[config.mk]
export PLATFORM = sky130hd
export DESIGN_NAME = mem_dma_flat
export DESIGN_NICKNAME = d
export VERILOG_FILES = /design/src/rtl/dma_pkg.sv /design/src/rtl/mem_dma_if.sv /design/src/rtl/dma_addr_gen.sv /design/src/rtl/mem_dma.sv /design/src/flat_wrapper.sv
export SDC_FILE = /design/constraint.sdc
export NUM_CORES = 1
export LEC_CHECK = 0
export CAP_MARGIN = 15
export CORE_ASPECT_RATIO = 1.5
export CORE_MARGIN = 2
export CORE_UTILIZATION = 49
export DETAILED_ROUTE_END_ITERATION = 16
export GPL_ROUTABILITY_DRIVEN = 0
export PLACE_DENSITY = 0.78
export SLEW_MARGIN = 5
export SYNTH_ARGS = -nofsm -noshare
export SYNTH_HDL_FRONTEND = slang
export SYNTH_SLANG_ARGS = --single-unit
[constraint.sdc]
create_clock -name clk -period 3.39 [get_ports clk]
set_input_delay 0.678 -clock clk [delete_from_list [all_inputs] [get_ports clk]]
set_output_delay 0.678 -clock clk [all_outputs]
set_load 0.02 [all_outputs]
[src/rtl/dma_pkg.sv]
// Shared types for the block-transfer engine: FSM states, transfer mode, pointer direction.
package dma_pkg;
  localparam int ADDR_W = 8;
  localparam int DATA_W = 8;

  typedef enum logic [1:0] {IDLE, RUN, DRAIN} dma_state_t;
  typedef enum logic {COPY = 1'b0, FILL = 1'b1} dma_mode_t;

  localparam logic ASC  = 1'b0;
  localparam logic DESC = 1'b1;
endpackage

[src/rtl/mem_dma_if.sv]
// Control and memory-port bundle of mem_dma. master = the DMA engine, slave = CPU/memory side.
interface mem_dma_if #(
  parameter int ADDR_W = 8,
  parameter int DATA_W = 8
);
  logic              start;
  logic              mode;
  logic [ADDR_W-1:0] src_addr;
  logic [ADDR_W-1:0] dst_addr;
  logic [ADDR_W-1:0] length;
  logic [DATA_W-1:0] fill_value;
  logic              abort;
  logic              busy;
  logic              done;
  logic [ADDR_W-1:0] mem_read_address;
  logic [DATA_W-1:0] mem_data_out;
  logic              mem_write;
  logic [ADDR_W-1:0] mem_write_address;
  logic [DATA_W-1:0] mem_data_in;

  modport master (
    input  start, mode, src_addr, dst_addr, length, fill_value, abort, mem_data_out,
    output busy, done, mem_read_address, mem_write, mem_write_address, mem_data_in
  );
  modport slave (
    output start, mode, src_addr, dst_addr, length, fill_value, abort, mem_data_out,
    input  busy, done, mem_read_address, mem_write, mem_write_address, mem_data_in
  );
endinterface

[src/rtl/dma_addr_gen.sv]
// Loadable up/down address pointer; wraps silently at the ends of the address space.
module dma_addr_gen
  import dma_pkg::*;
#(
  parameter int W = 8
) (
  input  logic         clk,
  input  logic         reset,
  input  logic         load,
  input  logic [W-1:0] base,
  input  logic         step,
  input  logic         dir,
  output logic [W-1:0] ptr
);
  logic [W-1:0] ptr_q, ptr_d;

  always_comb begin
    ptr_d = ptr_q;
    if (load)      ptr_d = base;
    else if (step) ptr_d = (dir == DESC) ? ptr_q - W'(1) : ptr_q + W'(1);
  end

  always_ff @(posedge clk or negedge reset) begin
    if (!reset) ptr_q <= '0;
    else        ptr_q <= ptr_d;
  end

  assign ptr = ptr_q;
endmodule

[src/rtl/mem_dma.sv]
// Block-transfer engine: memmove-style COPY through a one-byte hold register, or FILL,
// one byte per cycle on the data_memory read/write ports.
module mem_dma
  import dma_pkg::*;
#(
  parameter int ADDR_W = 8,
  parameter int DATA_W = 8
) (
  input logic       clk,
  input logic       reset,
  mem_dma_if.master bus
);
  dma_state_t        state_q, state_d;
  dma_mode_t         mode_q, mode_d;
  logic              dir_q, dir_d;
  logic [ADDR_W:0]   rem_q, rem_d;
  logic [DATA_W-1:0] hold_q, hold_d;
  logic              hold_valid_q, hold_valid_d;
  logic [DATA_W-1:0] fill_q, fill_d;
  logic              done_q, done_d;

  logic              rd_load, rd_step, wr_load, wr_step, wslot;
  logic [ADDR_W-1:0] rd_base, wr_base, rd_ptr, wr_ptr;
  logic              start_desc;

  assign start_desc = (dma_mode_t'(bus.mode) == COPY) && (bus.dst_addr > bus.src_addr);

  always_comb begin
    state_d      = state_q;
    mode_d       = mode_q;
    dir_d        = dir_q;
    rem_d        = rem_q;
    hold_d       = hold_q;
    hold_valid_d = hold_valid_q;
    fill_d       = fill_q;
    done_d       = 1'b0;
    rd_load      = 1'b0;
    rd_step      = 1'b0;
    wr_load      = 1'b0;
    wr_step      = 1'b0;
    wslot        = 1'b0;
    rd_base      = start_desc ? bus.src_addr + bus.length - ADDR_W'(1) : bus.src_addr;
    wr_base      = start_desc ? bus.dst_addr + bus.length - ADDR_W'(1) : bus.dst_addr;
    case (state_q)
      IDLE: if (bus.start) begin
        state_d      = RUN;
        mode_d       = dma_mode_t'(bus.mode);
        dir_d        = start_desc ? DESC : ASC;
        rem_d        = {bus.length == '0, bus.length};
        fill_d       = bus.fill_value;
        hold_valid_d = 1'b0;
        // FILL leaves the read pointer untouched so the read port stays quiet
        rd_load      = (dma_mode_t'(bus.mode) == COPY);
        wr_load      = 1'b1;
      end
      RUN: begin
        rem_d = rem_q - (ADDR_W+1)'(1);
        if (mode_q == COPY) begin
          rd_step      = 1'b1;
          hold_d       = bus.mem_data_out;
          hold_valid_d = 1'b1;
          wslot        = hold_valid_q;
          wr_step      = hold_valid_q;
          if (rem_q == (ADDR_W+1)'(1)) state_d = DRAIN;
        end else begin
          wslot   = 1'b1;
          wr_step = 1'b1;
          if (rem_q == (ADDR_W+1)'(1)) begin
            state_d = IDLE;
            done_d  = 1'b1;
          end
        end
      end
      DRAIN: begin
        wslot        = hold_valid_q;
        state_d      = IDLE;
        hold_valid_d = 1'b0;
        done_d       = 1'b1;
      end
      default: state_d = IDLE;
    endcase
    if (state_q != IDLE && bus.abort) begin
      state_d      = IDLE;
      hold_valid_d = 1'b0;
      done_d       = 1'b0;
    end
  end

  always_ff @(posedge clk or negedge reset) begin
    if (!reset) begin
      state_q      <= IDLE;
      mode_q       <= COPY;
      dir_q        <= ASC;
      rem_q        <= '0;
      hold_q       <= '0;
      hold_valid_q <= 1'b0;
      fill_q       <= '0;
      done_q       <= 1'b0;
    end else begin
      state_q      <= state_d;
      mode_q       <= mode_d;
      dir_q        <= dir_d;
      rem_q        <= rem_d;
      hold_q       <= hold_d;
      hold_valid_q <= hold_valid_d;
      fill_q       <= fill_d;
      done_q       <= done_d;
    end
  end

  dma_addr_gen #(.W(ADDR_W)) u_rd (
    .clk(clk), .reset(reset), .load(rd_load), .base(rd_base),
    .step(rd_step), .dir(dir_d), .ptr(rd_ptr)
  );
  dma_addr_gen #(.W(ADDR_W)) u_wr (
    .clk(clk), .reset(reset), .load(wr_load), .base(wr_base),
    .step(wr_step), .dir(dir_d), .ptr(wr_ptr)
  );

  // Writes commit at the edge, so a same-cycle read still sees the old byte
  assign bus.mem_write         = wslot & ~bus.abort;
  assign bus.mem_write_address = wr_ptr;
  assign bus.mem_data_in       = (mode_q == FILL) ? fill_q : hold_q;
  assign bus.mem_read_address  = rd_ptr;
  assign bus.busy              = (state_q != IDLE);
  assign bus.done              = done_q;
endmodule

[src/flat_wrapper.sv]
// flat-port wrapper written by rule: the top's interface ports become plain ports
module mem_dma_flat import dma_pkg::*;
#(
  parameter int ADDR_W = 8,
  parameter int DATA_W = 8
)
  (clk, reset, bus_start, bus_mode, bus_src_addr, bus_dst_addr, bus_length, bus_fill_value, bus_abort, bus_mem_data_out, bus_busy, bus_done, bus_mem_read_address, bus_mem_write, bus_mem_write_address, bus_mem_data_in);
  mem_dma_if #(.ADDR_W(ADDR_W), .DATA_W(DATA_W)) bus_i ();
  input logic clk;
  input logic reset;
  input wire logic [$bits(bus_i.start)-1:0] bus_start;
  input wire logic [$bits(bus_i.mode)-1:0] bus_mode;
  input wire logic [$bits(bus_i.src_addr)-1:0] bus_src_addr;
  input wire logic [$bits(bus_i.dst_addr)-1:0] bus_dst_addr;
  input wire logic [$bits(bus_i.length)-1:0] bus_length;
  input wire logic [$bits(bus_i.fill_value)-1:0] bus_fill_value;
  input wire logic [$bits(bus_i.abort)-1:0] bus_abort;
  input wire logic [$bits(bus_i.mem_data_out)-1:0] bus_mem_data_out;
  output wire logic [$bits(bus_i.busy)-1:0] bus_busy;
  output wire logic [$bits(bus_i.done)-1:0] bus_done;
  output wire logic [$bits(bus_i.mem_read_address)-1:0] bus_mem_read_address;
  output wire logic [$bits(bus_i.mem_write)-1:0] bus_mem_write;
  output wire logic [$bits(bus_i.mem_write_address)-1:0] bus_mem_write_address;
  output wire logic [$bits(bus_i.mem_data_in)-1:0] bus_mem_data_in;
  assign bus_i.start = bus_start;
  assign bus_i.mode = bus_mode;
  assign bus_i.src_addr = bus_src_addr;
  assign bus_i.dst_addr = bus_dst_addr;
  assign bus_i.length = bus_length;
  assign bus_i.fill_value = bus_fill_value;
  assign bus_i.abort = bus_abort;
  assign bus_i.mem_data_out = bus_mem_data_out;
  assign bus_busy = bus_i.busy;
  assign bus_done = bus_i.done;
  assign bus_mem_read_address = bus_i.mem_read_address;
  assign bus_mem_write = bus_i.mem_write;
  assign bus_mem_write_address = bus_i.mem_write_address;
  assign bus_mem_data_in = bus_i.mem_data_in;
  mem_dma #(.ADDR_W(ADDR_W), .DATA_W(DATA_W)) u_core (.clk(clk), .reset(reset), .bus(bus_i));
endmodule
==> flow_summary.json, run 1 <==
{
  "synthCells": 490,
  "cp_max_fo": 5,
  "area_growth_syn_to_layout_pct": 41.6,
  "period_share_pct": 96.2,
  "fin_area_um2": 5860,
  "fillers": 656,
  "synth-seq-cells": 47,
  "placedCellCount": 704,
  "leakagePower_nw": 2.73,
  "drc": 0,
  "ios": 72,
  "cpPeakStageDelay_ns": 0.42,
  "cp-end-kind": "flip-flop",
  "cts.htree.levels": 2,
  "finalCriticalPeriod_ns": 3.26,
  "antenna_left": 0,
  "avgRoutedWirePerCell_um": 16.2,
  "seq_area_um2": 1180,
  "crit_cells": 16,
  "grt_use_total_pct": 26.2,
  "power_density_nw_per_um2": 887,
  "crit_path_cell_trace": "clkbuf_2 -> ha_4 -> nand4_1 -> nor2_1 -> nor2_1 -> o21ai_2 -> o21ai_4 -> buf_6 -> ha_4 -> a21o_1 -> a2111oi_4 -> a21oi_2 -> xnor2_1 -> nor2_1 -> xnor2_1 -> mux2i_1",
  "grt_pass1_vias": 4158,
  "vias": 4043,
  "hpwl_um": 8570,
  "grt-ovfl-total": 0,
  "drive_above_1_share_pct": 24.8,
  "fp-row-count": 41,
  "multi_input_comb_area_um2": 2970,
  "hold_path.class": "in -> async",
  "grt_max_degree": 48,
  "finalMaxSlewViolations": 0,
  "die_w_um": 79.1,
  "netlist_area_um2": 4140,
  "drtIter0Drc": 270,
  "final_common_cell": "buf_4",
  "via_per_inst": 5.58,
  "core-area_um2": 8310,
  "synthArstFlopShare_pct": 100,
  "clock-sinks": 47,
  "synth.distinct_cells": 56,
  "fin_worst_skew_ns": 0.00713,
  "required_ns": 3.55,
  "cts-root-buf": "clkbuf_16",
  "totalWireLength_um": 11700,
  "yosysSeqAreaShare_pct": 28.4,
  "syn_nets": 592,
  "setup_viol": 0,
  "clk_pin_slew_worst_paths_ns": 0.07,
  "clk_latency_ns": 0.29,
  "synthFlopType": "dfrtp_1",
  "cp_common_cell": "nor2_1",
  "ff2ff_path_depth": 14,
  "fmax_mhz": 307,
  "drtPass1Iterations": 4,
  "slew_headroom_pct": 29.6,
  "cp_slowest_cell": "a2111oi_4",
  "clk_path_buf_depth": 2,
  "antenna_found_initial": 0,
  "syn_avg_cell_area_um2": 8.45,
  "critPathTopFamily": "compound AO/OA/AOI/OAI gates",
  "outcome": "finished, final reports clean",
  "mostFrequentLayoutCells": "buf_4, clkdlybuf4s50_1, nand2_1, inv_1, dfrtp_1",
  "synth-edff-count": 0,
  "grt_pass1_wl_um": 19100,
  "ys_warn_count": 0,
  "die_area_um2": 9220,
  "setup_tns_ns": 0,
  "path_class": "in -> reg",
  "crit_buf_inv": 2,
  "start_kind": "input port",
  "rsz0062_at_grt": "yes",
  "cts_buffers": 5,
  "start_util_pct": 49.8,
  "cts_tree": "yes",
  "io_buffer_count": 71,
  "insertedDiodeCount": 0,
  "die_h_um": 117,
  "drv_cap": 0,
  "crit_arrival_ns": 3.42,
  "place_area_um2": 5390,
  "worst_pin_slew_ns": 1.05,
  "vdd_drop_max_v": 0.000547,
  "hold_viol_final": 0,
  "final_nets": 718,
  "stdcell_count": 724
}
synthesized netlist by cell type, drive strengths merged, types with 3 or more instances:
cell    number  area share [%]
a21oi       46             5.7
o21bai       3            0.54
buf         10             1.2
o211ai       3            0.54
clkbuf       7            0.63
and3         6            0.94
nor3        11             1.3
mux2        19             5.2
nand3       12             1.5
nand2       54             4.9
xor2         9             2.1
xnor2       11             2.3
nor4b        3            0.63
a21o         7             1.3
ha          53              16
or3          3            0.45
o21ai       23             2.9
mux2i       10             2.4
nor2        33             3.0
nor2b        6             1.1
o21a         5            0.91
a211oi      12             2.2
inv         60             5.4
fa           4             1.9
dfrtp       47              28
o31ai        4            0.73
routing by layer:
metal | wire length, µm | track usage (%)
met5 | 0 | 0
met4 | 484 | 15.7
met3 | 588 | 4.25
met2 | 6070 | 46.5
met1 | 4580 | 29.1
state kept, by name, summed over array words and instances, names as in the netlist, 2 cells and up:
signal,flops
u_core.rem_q,9
u_core.hold_q,8
u_core.u_rd.ptr,8
u_core.state_q,2
u_core.u_wr.ptr,8
u_core.fill_q,8
worst register-to-register path, stage by stage, from the launching register on:
cell,delay [ns]
dfrtp_1,0.41
inv_1,0.13
ha_1,0.19
nand2_2,0.17
nand2_2,0.20
o21ai_4,0.12
buf_4,0.16
buf_6,0.12
ha_4,0.29
nand3_2,0.08
o211ai_1,0.29
o41a_1,0.25
nor4b_1,0.07
or3_1,0.40
nor2_1,0.09
repair_timing:
action,CTS,global route
pin swaps,22,21
setup endpoints to repair,10,8
hold buffers,0,0
gates resized for setup,46,53
buffers inserted,8,6
endpoints found under the hold margin,0,0
gates cloned,1,0
through the flow:
stage / utilization, % / power (mW) / hold WS (ns) / setup slack (ns)
after floorplan: - / 3.07 / 0.382 / -0.253
after global placement: 64.8 / 4.11 / 0.454 / -0.688
after detailed placement: 64.8 / 4.25 / 0.463 / -0.838
after CTS: 69.6 / 5.09 / 0.481 / -0.0847
after global routing: 70.6 / 5.58 / 0.289 / -0.107
final: 70.6 / 5.20 / 0.277 / 0.130
final timing paths:
check	start	endpoint	slack [ns]
setup / recovery	bus_dst_addr[7]	u_core.u_wr.ptr[7]	0.13
hold / removal	reset	u_core.rem_q[7]	0.28
setup reg to reg	u_core.state_q[1]	u_core.u_rd.ptr[7]	0.36
hold reg to reg	u_core.hold_q[7]	u_core.hold_q[7]	0.48
max in group asynchronous	reset	u_core.u_wr.ptr[0]	2.60
min in group clk	u_core.hold_q[7]	u_core.hold_q[7]	0.48
power by group:
part	leakage [nW]	internal [mW]	switching [mW]
combinational	2.09	1.76	1.71
sequential	0.565	0.840	0.312
clock	0.0804	0.351	0.229
cells by family (layout without fill, tap and decap cells):
kind of cell / after synthesis / in the layout / synth area share [%]
flops: 47 / 47 / 28.4
fa+ha+maj: 57 / 57 / 17.9
simple gates: 139 / 139 / 15.5
compound gates: 121 / 122 / 18.9
buf+inv: 77 / 203 / 7.28
xor+xnor: 20 / 20 / 4.41
mux: 29 / 29 / 7.58
cell type report:
cell class,count,area share (%)
Clock buffer,5,2.13
Clock inverter,3,0.789
Inverter,60,4.05
Multi-Input combinational cell,367,50.6
Sequential cell,47,20.1
Tap cell,107,2.28
Timing Repair Buffer,135,20.1
Power figures use the tool's default switching activity.
==> run 2: changes to the inputs <==
CORE_UTILIZATION = 56   (was 49)
DONT_BUFFER_PORTS = 1   (was default)
GPL_TIMING_DRIVEN = 0   (was default)
PLACE_DENSITY = 0.71   (was 0.78)
clock period = 4.1 ns   (was 3.39 ns; I/O delays follow)
==> run 2 against run 1 <==
Compared with the run above:
- non-clock buffer count is 115 lower
- core utilization down 9.0 points
- clock power fell by 38%
- combinational power down 46%
- via count is 13% lower
- clock-buffer cell count unchanged
- highest routed layer unchanged
- flip-flop and latch count did not move
- clock skew is 0.011 ns higher
- register-to-register slack improved by 0.07 ns
- die area down 12%
- hold slack got worse by 0.091 ns
==> flow_summary.json, run 2 (synthesis results as in run 1) <==
{
  "clkPwrFrac_pct": 11.1,
  "hpwl_um": 8070,
  "p_seq_share_pct": 30.9,
  "antenna_left": 0,
  "grt_use_total_pct": 27.0,
  "final_common_cell": "inv_1",
  "required_ns": 4.26,
  "setup_viol": 0,
  "die_h_um": 109,
  "drtPass1Iterations": 4,
  "drtIter0Drc": 150,
  "fin_area_um2": 4420,
  "area_growth_syn_to_layout_pct": 6.68,
  "start_util_pct": 57.7,
  "die_area_um2": 8110,
  "via_per_inst": 5.88,
  "rsz0062_at_grt": "no",
  "clk_path_buf_depth": 2,
  "power_density_nw_per_um2": 738,
  "vias": 3536,
  "drv_cap": 0,
  "regMostFlops": "u_core.rem_q",
  "fin_ws_ns": 0.399,
  "hold_path.class": "in -> async",
  "critPathLaunch": "bus_src_addr[1]",
  "grt_pass1_vias": 3653,
  "path_class": "in -> reg",
  "drive_above_1_share_pct": 8.58,
  "clk_pin_slew_worst_paths_ns": 0.11,
  "outcome": "finished, final reports clean",
  "crit_arrival_ns": 3.86,
  "place_area_um2": 4270,
  "mostFrequentLayoutCells": "inv_1, nand2_1, ha_1, dfrtp_1, a21oi_1",
  "drc": 0,
  "leakagePower_nw": 2.14,
  "cts-root-buf": "clkbuf_8",
  "hold_buffers": 0,
  "cp-end-kind": "flip-flop",
  "antenna_found_initial": 0,
  "final_nets": 602,
  "insertedDiodeCount": 0,
  "die_w_um": 74.2,
  "core-area_um2": 7180,
  "fp-row-count": 38,
  "start_kind": "input port",
  "period_share_pct": 90.3,
  "largest_register_ffs": 9,
  "switchingPower_mw": 1.57,
  "finalCriticalPeriod_ns": 3.70,
  "cts_tree": "yes",
  "io_buffer_count": 0,
  "grt_max_degree": 48,
  "fin_worst_skew_ns": 0.0179,
  "cts_buffers": 5,
  "worst_pin_slew_ns": 0.659,
  "grt_pass1_wl_um": 17000,
  "grt-ovfl-total": 0,
  "finalMaxSlewViolations": 0,
  "vdd_drop_max_v": 0.000442,
  "clk_latency_ns": 0.31,
  "utilization_pct": 61.5,
  "ios": 72,
  "internal-power_mw": 1.69,
  "cp_max_fo": 19,
  "totalWireLength_um": 10200,
  "place_ws_ns": -0.463,
  "fmax_mhz": 270,
  "p_sw_share_pct": 48.2,
  "hold_viol_final": 0,
  "slew_headroom_pct": 56.1,
  "cts.htree.levels": 2,
  "r2r_start": "u_core.state_q[0]",
  "clock-sinks": 47,
  "avgRoutedWirePerCell_um": 16.9,
  "combinationalPowerShare_pct": 58.0
}
run 2: cell types whose count changed in the layout (fill, tap and decap cells not counted), moves of 5 or more:
cell / change
clkbuf_2: -13
clkbuf_1: +7
inv_1: +8
clkbuf_8: +5
buf_4: -52
buf_2: +5
ha_4: -16
inv_2: -7
buf_6: -6
ha_1: +17
clkbuf_16: -5
clkdlybuf4s50_1: -54
run 2: power by group through the flow:
stage	logic [mW]	registers (mW)	clock network [mW]
global placement	1.80	1.01	0
global route	2.14	1.04	0.385
finish	1.89	1.01	0.361
CTS	1.87	1.01	0.369
detailed placement	1.86	1.02	0
floorplan	1.54	0.952	0
run 2: critical path, stage by stage:
cell and delay, ns:
inv_1 0.04, ha_1 0.28, nor2b_1 0.13, o211ai_1 0.10, a21oi_2 0.18, o21ai_2 0.09
buf_4 0.21, o21ai_4 0.37, ha_1 0.36, and3_1 0.24, a2111oi_4 0.40, a21oi_1 0.14
xnor2_1 0.14, nor2_1 0.12, xnor2_1 0.13, mux2i_1 0.09
run 2: final cells by class:
| class | count | area [µm²] |
|---|---|---|
| buffer | 16 | 71.3 |
| clock buffer | 5 | 68.8 |
| clock inverter | 3 | 46.3 |
| fill | 660 | 2760 |
| inverter | 60 | 225 |
| multi-input combinational | 366 | 2680 |
| sequential | 47 | 1180 |
| tap | 100 | 125 |
| timing repair buffer | 4 | 30.0 |
run 2: per-layer routing:
metal	global-route usage, %	vias up	wire [µm]
li1	-	1717	-
met1	29.8	1697	3970
met2	49.2	91	5280
met3	4.31	31	495
met4	12.9	0	439
met5	0	-	0
run 2: worst paths after layout:
path | to | cells after the start | slack, ns
worst max-delay path | u_core.u_wr.ptr[7] | 16 | 0.40
worst min-delay path | u_core.rem_q[3] | 0 | 0.19
worst max register to register | u_core.u_rd.ptr[6] | 15 | 0.43
worst min register to register | u_core.hold_q[0] | 2 | 0.48
max in group asynchronous | u_core.u_wr.ptr[0] | 0 | 3.79
min in group clk | u_core.hold_q[0] | 2 | 0.48
run 2: what timing repair did:
| action | 4_1_cts | 5_1_grt |
|---|---|---|
| setup buffers | 0 | 4 |
| resized for setup | 1 | 0 |
| hold endpoints to repair | 0 | 0 |
| pin swaps | 0 | 1 |
| endpoints found under the setup margin | 2 | 4 |
run 2: through the flow:
step / std cells / total power [mW] / TNS [ns] / hold WS [ns]
detailed placement: 590 / 2.88 / -1.77 / 0.462
finish: 601 / 3.26 / 0 / 0.186
global placement: 590 / 2.81 / -1.29 / 0.455
floorplan: 490 / 2.50 / 0 / 0.442
global route: 601 / 3.57 / 0 / 0.173
CTS: 598 / 3.25 / 0 / 0.184
==> run 3: changes to the inputs <==
MAX_ROUTING_LAYER = met4   (was default)
PLACE_DENSITY = 0.74   (was 0.71)
SKIP_CTS_REPAIR_TIMING = 1   (was default)
clock period = 3.2 ns   (was 4.1 ns; I/O delays follow)
==> run 3 against run 2 <==
Compared with the run above:
- wire length rose by 6.7%
- global-route usage rose by 0.63 points
- combinational power rose by 49%
- the run now ends with negative setup slack left
- core utilization rose by 4.6 points
- via count rose by 2.6%
- sequential power rose by 30%
- final cell count rose by 2.3%
- worst setup slack got worse by 0.40 ns
- critical endpoint is now u_core.u_rd.ptr[7]
- critical path type unchanged
==> flow_summary.json, run 3 (synthesis results as in run 1) <==
{
  "finalMaxSlewViolations": 0,
  "final_common_cell": "inv_1",
  "die_area_um2": 8110,
  "fin_worst_skew_ns": 0.0128,
  "totalWireLength_um": 10900,
  "die_w_um": 74.2,
  "drtIter0Drc": 189,
  "start_util_pct": 57.7,
  "grt_pass1_wl_um": 16900,
  "period_share_pct": 100,
  "grt_use_total_pct": 27.6,
  "regMostFlops": "u_core.rem_q",
  "worst_pin_slew_ns": 0.694,
  "finalHoldWorstSlack_ns": 0.0157,
  "rsz0062_at_grt": "yes",
  "mostFrequentLayoutCells": "inv_1, nand2_1, dfrtp_1, ha_1, a21oi_1",
  "outcome": "complete, but fails checks",
  "hold_viol_final": 0,
  "crit_arrival_ns": 3.42,
  "cpPeakStageDelay_ns": 0.46,
  "final_nets": 616,
  "regToRegSetupSlack_ns": 0.01,
  "io_buffer_count": 0,
  "fin_area_um2": 4750,
  "largest_register_ffs": 9,
  "cp_max_fo": 5,
  "vias": 3628,
  "setup_viol": 1,
  "clk_path_buf_depth": 2,
  "drc": 0,
  "clk_latency_ns": 0.32,
  "fillers": 577,
  "area_growth_syn_to_layout_pct": 14.7,
  "fmax_mhz": 312,
  "die_h_um": 109,
  "clock-sinks": 47,
  "insertedDiodeCount": 0,
  "cts-root-buf": "clkbuf_8",
  "clk_pin_slew_worst_paths_ns": 0.10,
  "core-area_um2": 7180,
  "hold_path.class": "in -> async",
  "crit_path_cell_trace": "ha_4 -> nor2b_4 -> o211ai_1 -> a21oi_2 -> o21ai_2 -> buf_6 -> o21ai_4 -> buf_4 -> ha_1 -> a21oi_2 -> o211ai_1 -> o41a_1 -> buf_4 -> nor4b_2 -> or3_1 -> nor2_1",
  "antenna_left": 0,
  "drv_cap": 0,
  "start_kind": "input port",
  "grt_max_degree": 48,
  "cp_slowest_cell": "o41a_1",
  "place_area_um2": 4350,
  "cts_tree": "yes",
  "antenna_found_initial": 0,
  "avgRoutedWirePerCell_um": 17.7,
  "finalCriticalPeriod_ns": 3.20,
  "power_density_nw_per_um2": 966,
  "slew_headroom_pct": 53.7,
  "grt_pass1_vias": 3698,
  "cp-end-kind": "flip-flop",
  "fp-row-count": 38,
  "drive_above_1_share_pct": 15.5,
  "hpwl_um": 8190,
  "drtPass1Iterations": 4,
  "violations": "negative setup slack",
  "leakagePower_nw": 2.24,
  "path_class": "in -> reg",
  "cts.htree.levels": 2,
  "ios": 72,
  "required_ns": 3.42,
  "cts_buffers": 5,
  "vdd_drop_max_v": 0.000634,
  "via_per_inst": 5.90,
  "fin_ws_ns": -0.000760,
  "grt-ovfl-total": 0
}
run 3: critical path: cells and delay by family:
kind                     cells  cell delay, ns
AND/OR/NAND/NOR              4            0.52
buffers and inverters        3            0.50
AO/OA/AOI/OAI                7            1.26
adder cells (fa/ha/maj)      2            0.50
run 3: final timing paths:
kind,endpoint,depth (start not counted),start
max,u_core.u_rd.ptr[7],16,bus_dst_addr[1]
min,u_core.rem_q[1],0,reset
max reg2reg,u_core.u_rd.ptr[7],15,u_core.state_q[0]
min reg2reg,u_core.hold_q[3],2,u_core.hold_q[3]
max in group asynchronous,u_core.hold_q[3],1,reset
min in group clk,u_core.hold_q[0],2,bus_mem_data_out[0]
run 3: through the flow:
step                setup TNS, ns  total power [mW]  instances  util, %  setup slack (ns)
finish                  -0.000760              4.59        615     66.2         -0.000760
global route               -0.328              4.97        615     66.2            -0.146
CTS                         -2.95              4.23        598     62.2            -0.539
detailed placement          -6.16              3.76        590     60.6            -0.847
global placement            -5.57              3.66        590     60.6            -0.797
floorplan                   -1.67              3.25        490        -            -0.405
run 3: layout make-up:
| type | count | area [µm²] | area share [%] |
|---|---|---|---|
| Buffer | 16 | 88.8 | 1.87 |
| Clock buffer | 5 | 68.8 | 1.45 |
| Clock inverter | 3 | 46.3 | 0.975 |
| Inverter | 60 | 238 | 5.01 |
| Multi-Input combinational cell | 367 | 2850 | 60.0 |
| Sequential cell | 47 | 1180 | 24.8 |
| Tap cell | 100 | 125 | 2.63 |
| Timing Repair Buffer | 17 | 155 | 3.27 |
run 3: layer usage:
layer / routed length, µm / global-route usage [%] / part of all wire, % / up-vias
met1: 4020 / 29.7 / 37 / 1726
li1: - / - / - / 1759
met5: 0 / - / 0 / -
met3: 605 / 5.04 / 5.6 / 43
met2: 5720 / 48.0 / 53 / 100
met4: 513 / 13.6 / 4.7 / 0
run 3: power breakdown:
group          total, mW  internal (mW)  switching [mW]  leakage [nW]
sequential          1.31          0.886           0.426         0.565
clock              0.471          0.236           0.235        0.0548
combinational       2.81           1.29            1.52          1.62
